## src/rtl/dnn_accel_bank_arbiter.sv

```systemverilog
// Two-master Avalon-MM arbiter in front of one single-port RAM bank.
// Round-robin with a bounded m0 burst allowance; reads return one cycle after issue.
module dnn_accel_bank_arbiter #(
  parameter int ADDR_W   = 10,
  parameter int DATA_W   = 32,
  parameter int M0_BURST = 4
) (
  input  logic                clk,
  input  logic                reset,

  input  logic [ADDR_W-1:0]   m0_address,
  input  logic [DATA_W/8-1:0] m0_byteenable,
  input  logic                m0_read,
  input  logic                m0_write,
  input  logic [DATA_W-1:0]   m0_writedata,
  output logic                m0_waitrequest,
  output logic [DATA_W-1:0]   m0_readdata,
  output logic                m0_readdatavalid,

  input  logic [ADDR_W-1:0]   m1_address,
  input  logic [DATA_W/8-1:0] m1_byteenable,
  input  logic                m1_read,
  input  logic                m1_write,
  input  logic [DATA_W-1:0]   m1_writedata,
  output logic                m1_waitrequest,
  output logic [DATA_W-1:0]   m1_readdata,
  output logic                m1_readdatavalid,

  output logic [ADDR_W-1:0]   ram_address,
  output logic [DATA_W/8-1:0] ram_byteenable,
  output logic                ram_chipselect,
  output logic                ram_write,
  output logic [DATA_W-1:0]   ram_writedata,
  output logic                ram_clken,
  input  logic [DATA_W-1:0]   ram_readdata
);

  localparam logic [3:0] BURST_LIM = 4'(M0_BURST);

  logic       last_grant;
  logic [3:0] burst_cnt;
  logic       rdv0;
  logic       rdv1;

  logic req0;
  logic req1;
  logic m0_first;
  logic grant0;
  logic grant1;

  // Grant is decided from requests and registered state only, so waitrequest never
  // depends on anything coming back from the RAM.
  always_comb begin
    req0     = m0_read | m0_write;
    req1     = m1_read | m1_write;
    m0_first = last_grant | (burst_cnt < BURST_LIM);
    grant0   = ~reset & req0 & (~req1 | m0_first);
    grant1   = ~reset & req1 & ~(req0 & m0_first);
  end

  assign m0_waitrequest = reset | (req0 & ~grant0);
  assign m1_waitrequest = reset | (req1 & ~grant1);

  always_comb begin
    ram_address    = m0_address;
    ram_byteenable = m0_byteenable;
    ram_writedata  = m0_writedata;
    ram_write      = 1'b0;
    ram_chipselect = grant0 | grant1;
    if (grant1) begin
      ram_address    = m1_address;
      ram_byteenable = m1_byteenable;
      ram_writedata  = m1_writedata;
      ram_write      = m1_write;
    end else if (grant0) begin
      ram_write      = m0_write;
    end
  end

  assign ram_clken = 1'b1;

  always_ff @(posedge clk) begin
    if (reset) begin
      last_grant <= 1'b1;
      burst_cnt  <= 4'd0;
      rdv0       <= 1'b0;
      rdv1       <= 1'b0;
    end else begin
      // read+write together counts as a write, so it never produces a read response
      rdv0 <= grant0 & m0_read & ~m0_write;
      rdv1 <= grant1 & m1_read & ~m1_write;
      if (grant0) begin
        last_grant <= 1'b0;
        burst_cnt  <= (burst_cnt == 4'hF) ? 4'hF : burst_cnt + 4'd1;
      end else if (grant1) begin
        last_grant <= 1'b1;
        burst_cnt  <= 4'd0;
      end else begin
        burst_cnt  <= 4'd0;
      end
    end
  end

  assign m0_readdatavalid = rdv0 & ~reset;
  assign m1_readdatavalid = rdv1 & ~reset;
  assign m0_readdata      = ram_readdata;
  assign m1_readdata      = ram_readdata;

endmodule

```

## config.mk

```make
export PLATFORM = sky130hd
export DESIGN_NAME = dnn_accel_bank_arbiter
export DESIGN_NICKNAME = d
export VERILOG_FILES = /design/src/rtl/dnn_accel_bank_arbiter.sv
export SDC_FILE = /design/constraint.sdc
export NUM_CORES = 1
export LEC_CHECK = 0
export ABC_AREA = 1
export CORE_AREA = 2 2 97 99
export CTS_BUF_LIST = sky130_fd_sc_hd__clkbuf_8
export DETAILED_ROUTE_END_ITERATION = 8
export DIE_AREA = 0 0 99 101
export PLACE_DENSITY = 0.68
export SLEW_MARGIN = 20
export SYNTH_ARGS = -nofsm -noshare
export SYNTH_HDL_FRONTEND = slang
export SYNTH_SLANG_ARGS = --single-unit
```

## constraint.sdc

```tcl
create_clock -name clk -period 1.2 [get_ports clk]
set_input_delay 0.24 -clock clk [delete_from_list [all_inputs] [get_ports clk]]
set_output_delay 0.24 -clock clk [all_outputs]
set_load 0.03 [all_outputs]
```

==> results.md, run 1 <==
- Status: complete, but fails checks
- Violated checks: negative setup slack
- Drt initial violations: 38
- DIE HEIGHT: 101 um
- Vias per inst: 4.38
- Final setup fails: 50
- Initial antenna violation count: 0
- P_int: 1.37 mW
- Vias post-DR: 2149
- Setup slack after layout: -0.483 ns
- Placed cell area: 0.00297 mm^2
- CTS max path bufs: 2
- Area grow syn2layout: 173%
- TritonCTS Sinks: 7
- DRT Wirelength: 8.68 mm
- Highest net fanout along the worst path: 8
- Largest net degree at the start of global routing: 21
- H-tree levels: 1
- Vias in the first global route: 2319
- Synth warn: 0
- Gate power share: 75.4%
- Clock skew: 0.00293 ns
- CTS tree: built
- Fraction of layout cells with a size suffix above 1: 65.3%
- Synthesized Nets: 403
- Static Leak: 1.69 nW
- Seq/Total Area, Yosys: 9.13%
- CP endpoint kind: output port
- Syn Area/Cell: 5.64 um^2
- Die width: 99 um
- Worst vdd ir: 0.276 mV
- Total negative slack: -22.33 ns
- Buffers on Ports: 149
- Clock root buffer: clkbuf_8
- Post-layout util: 46.6%
- Routability congestion estimate: 0.733
- Gr usage total: 15.7%
- Routed len/inst: 17.7 um
- Layout Nets: 512
- I/O pin count: 247
- Most common cell after layout, fill and taps aside: clkdlybuf4s50_1
- Pins Over Slew Limit: 0
- Dpl ws: -0.731 ns
- DRC Markers: 0
- Post-layout instance count excluding filler cells: 491
- Reg clk slew, reported paths: 0.04 ns
- Most frequent cells in the layout: clkdlybuf4s50_1, buf_6, nand2_4
- DP Cell Count: 467
- First-pass GRT wire length: 12.2 mm
- Sequential share of power: 10.8%
- ANT nets after route: 0
- Setup crit start kind: flop
- R2R Setup Slk: 0.06 ns
- Synth cell types: 20
- Fin. Hold Viols: 0
- Final instance area: 0.00418 mm^2
- Core area: 0.00898 mm^2
- Skew-Pair Late Insertion Delay: 0.23 ns
- Die area: 0.0100 mm^2
- Num CTS Buffers: 3
- Clock power share: 13.7%
- Switching power: 988 uW
- CP required: 0.96 ns
- Drt pass-1 iters: 4
- Power Density: 565 mW/mm^2
- Final period util: 140%
- Maximum clock frequency: 594 MHz
- Post-CTS Hold Buffers: 0
- Hold Path Class: input pin to flop
- Switching share of power: 41.8%
- Placed wire-length estimate: 5.73 mm
- #FFs+latches synth: 7
- Starting density of the core: 17.1%
- Max-cap violations: 0
- GRT overflow: 0
- FP Rows: 35
- Post-layout min period: 1.68 ns
- # diodes: 0
- Mapped Cells: 272
- CP Class: flop to output port
- CP Data Arrival Time: 1.44 ns
- Post-Syn Area: 0.00154 mm^2
- RSZ-0062 raised after global routing: true
critical path, cell delays in order (launching register included):
cell and delay (ns):
dfxtp_2 0.33, o21bai_4 0.19, nand2_8 0.09, nand2_8 0.16, clkbuf_16 0.19, nand2_2 0.07
nand2_4 0.06, buf_6 0.12
logic make-up (layout without fill, tap and decap cells):
group / count (synthesis) / in the layout / share of synthesized area, %
other: 1 / 1 / 0.244
and+or+nand+nor: 166 / 166 / 46.2
buffers and inverters: 88 / 196 / 40.3
AOI/OAI and AO/OA: 9 / 9 / 3.34
adders and majority gates: 1 / 1 / 0.815
DFF: 7 / 7 / 9.13
state kept, by name, summed over array words and instances (netlist names):
name and count:
burst_cnt 4, last_grant 1, rdv0 1, rdv1 1
metal layers:
metal | GRT usage (%) | share of wire, %
met1 | 16.3 | 33
met5 | 0 | 0
met4 | 4.64 | 2.1
met3 | 2.57 | 6.6
met2 | 31.8 | 58
final cells by class:
type	instances	area (um^2)
Fill cell	836	4790
Timing Repair Buffer	184	2140
Clock buffer	3	41.3
Clock inverter	1	3.75
Inverter	8	30.0
Multi-Input combinational cell	177	1680
Tap cell	111	139
Sequential cell	7	144
cells in the mapped netlist:
master / instances / area (um^2)
a21oi_1: 5 / 25.0
buf_2: 8 / 40.0
buf_4: 68 / 510
buf_6: 3 / 33.8
clkbuf_1: 1 / 3.75
conb_1: 1 / 3.75
dfxtp_1: 7 / 140
ha_1: 1 / 12.5
inv_1: 7 / 26.3
inv_2: 1 / 3.75
nand2_1: 99 / 372
nand2_2: 2 / 12.5
nand3_1: 52 / 260
nand4_1: 1 / 6.26
nor2_1: 8 / 30.0
nor2_2: 2 / 12.5
nor2_4: 1 / 11.3
nor3_1: 1 / 5.00
o21ai_0: 3 / 15.0
o21bai_2: 1 / 11.3
final timing paths:
check,startpoint,endpoint,cells past startpoint
worst max-delay path,burst_cnt[3],ram_writedata[7],7
worst min-delay path,m1_read,rdv1,3
worst max register to register,burst_cnt[3],last_grant,5
worst min register to register,burst_cnt[0],burst_cnt[0],1
metrics by stage:
| stage | total power, mW | hold slack [ns] |
|---|---|---|
| floorplan | 1.31 | 0.312 |
| global placement | 1.53 | 0.459 |
| detailed placement | 1.55 | 0.480 |
| CTS | 2.27 | 0.401 |
| global route | 2.48 | 0.297 |
| finish | 2.36 | 0.280 |
repair_timing:
action	CTS	global route
gates resized for setup	152	53
setup endpoints to repair	59	57
pin swaps	7	15
gates cloned	7	4
buffers inserted	10	0
power groups by stage:
stage | combinational (mW) | clock (mW) | sequential (mW)
final | 1.78 | 0.324 | 0.256
after global routing | 1.87 | 0.359 | 0.257
after CTS | 1.68 | 0.337 | 0.256
after detailed placement | 1.29 | 0 | 0.259
after global placement | 1.28 | 0 | 0.257
after floorplan | 1.05 | 0 | 0.258
No activity file was read; power rests on OpenSTA's default activity.
==> run 2: changes to the inputs <==
Settings changed: CTS_CLUSTER_DIAMETER from default to 120, HOLD_SLACK_MARGIN from default to 0.12, PLACE_DENSITY 0.68 to default, PLACE_DENSITY_LB_ADDON from default to 0.12.
==> run 2 against run 1 <==
Effect of this change:
- the run still ends with negative setup slack left
- clock-buffer cell count unchanged
- utilization shrank 2.0 points
- clock power about the same
- register-to-register slack got worse by 0.04 ns
- maximum frequency decreased by 2.9%
- final cell count is 0.20% lower
- flip-flop and latch count unchanged
- worst setup slack worse by 0.051 ns
- non-clock buffer count decreased by 1
- sequential share of layout area rose by 0.16 points
- total power down 3.6%
- cell area is 4.4% lower
- largest power group unchanged
==> results.md, run 2 (synthesis gave the netlist of run 1 again) <==
- RSZ-0062 raised after global routing: true (unchanged)
- Starting density of the core: 17.1% (unchanged)
- Skew-Pair Late Insertion Delay: 0.23 ns (about the same)
- Gr usage total: 13.5% (was 15.7%)
- Final Power: 2.28 mW (was 2.36 mW)
- Num CTS Buffers: 3 (unchanged)
- Hold Path Class: input pin to flop (unchanged)
- CP endpoint kind: output port (unchanged)
- Power Density: 569 mW/mm^2 (was 565 mW/mm^2)
- Clock root buffer: clkbuf_8 (unchanged)
- Footprint of the multi-input gates: 0.00150 mm^2 (was 0.00168 mm^2)
- Routability congestion estimate: 0.688 (was 0.733)
- Placed cell area: 0.00304 mm^2 (was 0.00297 mm^2)
- Area grow syn2layout: 161% (was 173%)
- I/O pin count: 247 (unchanged)
- Final setup fails: 50 (unchanged)
- Fill count: 917 (was 836)
- Slowest stage cell, crit path: dfxtp_2 (unchanged)
- Setup slack after layout: -0.533 ns (was -0.483 ns)
- Worst path cell trace: o21bai_4 > nand2_4 > buf_8 > nand2_8 > clkbuf_16 > nand2_2 > nand2_4 > buf_6 (was o21bai_4 > nand2_8 > nand2_8 > clkbuf_16 > nand2_2 > nand2_4 > buf_6)
- Layout Nets: 511 (was 512)
- Reg with most FFs: burst_cnt (unchanged)
- Buffers on Ports: 149 (unchanged)
- Violated checks: negative setup slack (unchanged)
- Setup crit start kind: flop (unchanged)
- CTS tree: built (unchanged)
- Clock skew: 0.00507 ns (was 0.00293 ns)
- Max FFs per register: 4 (unchanged)
- Vias post-DR: 2073 (was 2149)
- Die width: 99 um (unchanged)
- Most common cell after layout, fill and taps aside: clkdlybuf4s50_1 (unchanged)
- CP required: 0.96 ns (about the same)
- GRT overflow: 0 (unchanged)
- Fin. Hold Viols: 0 (unchanged)
- Most common cell on crit path: nand2_4 (was nand2_8)
- DRT Wirelength: 7.39 mm (was 8.68 mm)
- Max-cap violations: 0 (unchanged)
- H-tree levels: 1 (unchanged)
- Reg clk slew, reported paths: 0.04 ns (about the same)
- CTS max path bufs: 2 (unchanged)
- Initial antenna violation count: 0 (unchanged)
- Pins Over Slew Limit: 0 (unchanged)
- Core area: 0.00898 mm^2 (unchanged)
- Routed wl met2: 3.99 mm (was 5.04 mm)
- Top sig layer: met4 (unchanged)
- CP Class: flop to output port (unchanged)
- Most frequent cells in the layout: clkdlybuf4s50_1, buf_6, nand2_2 (was clkdlybuf4s50_1, buf_6, nand2_4)
- Placed wire-length estimate: 4.98 mm (was 5.73 mm)
- Hold slack: 0.415 ns (was 0.280 ns)
- Maximum clock frequency: 577 MHz (was 594 MHz)
- Vias in the first global route: 2075 (was 2319)
- Fraction of layout cells with a size suffix above 1: 57.8% (was 65.3%)
- ANT nets after route: 0 (unchanged)
- # diodes: 0 (unchanged)
- First-pass GRT wire length: 10.7 mm (was 12.2 mm)
- Largest net degree at the start of global routing: 27 (was 21)
- M1 wire length: 2.62 mm (was 2.89 mm)
- Buffers & Inverters on Critical Path: 3 (was 2)
- FP Rows: 35 (unchanged)
- Max stage delay on crit path: 0.33 ns (about the same)
- Drt pass-1 iters: 3 (was 4)
- DRC Markers: 0 (unchanged)
- Static Leak: 1.65 nW (was 1.69 nW)
- Sequential cell area: 144 um^2 (unchanged)
- Worst vdd ir: 0.435 mV (was 0.276 mV)
- WL met3: 568 um (was 569 um)
- TritonCTS Sinks: 7 (unchanged)
- Die area: 0.0100 mm^2 (unchanged)
- Routed len/inst: 15.1 um (was 17.7 um)
- Top Family by Delay on Critical Path: buffers and inverters (was simple AND/OR/NAND/NOR gates)
- Status: complete, but fails checks (unchanged)
- Final instance area: 0.00400 mm^2 (was 0.00418 mm^2)
- Drt initial violations: 33 (was 38)
- Highest net fanout along the worst path: 6 (was 8)
- Post-layout min period: 1.73 ns (was 1.68 ns)
- CP Data Arrival Time: 1.49 ns (was 1.44 ns)
- Final period util: 144% (was 140%)
- DIE HEIGHT: 101 um (unchanged)
- Vias per inst: 4.23 (was 4.38)
==> run 2: changes by cell type in the layout (fill, tap and decap cells not counted), sizes merged <==
cell           previous run  this run
clkbuf                    9         5
dlygate4sd2               2         3
clkdlybuf4s15             1         2
bufbuf                    0         1
==> run 2: worst paths after layout <==
kind | from | endpoint | slack (ns) | cells past startpoint
worst max-delay path | burst_cnt[2] | ram_writedata[25] | -0.53 | 8
worst min-delay path | m0_read | rdv0 | 0.41 | 3
worst max register to register | last_grant | last_grant | 0.02 | 6
worst min register to register | burst_cnt[0] | burst_cnt[0] | 0.48 | 1
==> run 2: routing by layer <==
layer  vias to the layer above  track usage, %
met3                        24            2.84
met5                         -               0
met4                         0            5.16
li1                       1017               -
met2                        94            25.1
met1                       938            15.0
==> run 2: layout make-up <==
class / count / area share [%]
Sequential cell: 7 / 3.60
Clock inverter: 1 / 0.0938
Timing Repair Buffer: 183 / 53.5
Inverter: 8 / 0.751
Tap cell: 111 / 3.47
Multi-Input combinational cell: 177 / 37.6
Clock buffer: 3 / 1.03
==> run 2: repair_timing <==
action	CTS	global route
cloned	6	2
endpoints found under the setup margin	59	58
resized for setup	122	44
pin swaps	14	7
endpoints found under the hold margin	0	0
buffers inserted	10	3
hold buffers	0	0
==> run 2: report_power, final <==
group	internal [mW]	switching (mW)	leakage, nW
Combinational	0.890	0.805	1.57
Clock	0.221	0.105	0.0269
Sequential	0.247	0.00818	0.0584
==> run 2: metrics by stage <==
stage / worst slack [ns] / std cells / util, % / TNS [ns]
after floorplan: -0.0972 / 272 / - / -2.86
after global placement: -0.709 / 469 / 33.8 / -36.99
after detailed placement: -0.731 / 469 / 33.8 / -38.14
after CTS: -0.545 / 488 / 42.5 / -24.88
after global routing: -0.595 / 490 / 44.6 / -27.95
final: -0.533 / 490 / 44.6 / -24.75
==> run 2: tightest hold or removal path, delay by kind of cell <==
kind,cells,cell delay [ns]
AND/OR/NAND/NOR,1,0.04
buffers and inverters,2,0.31
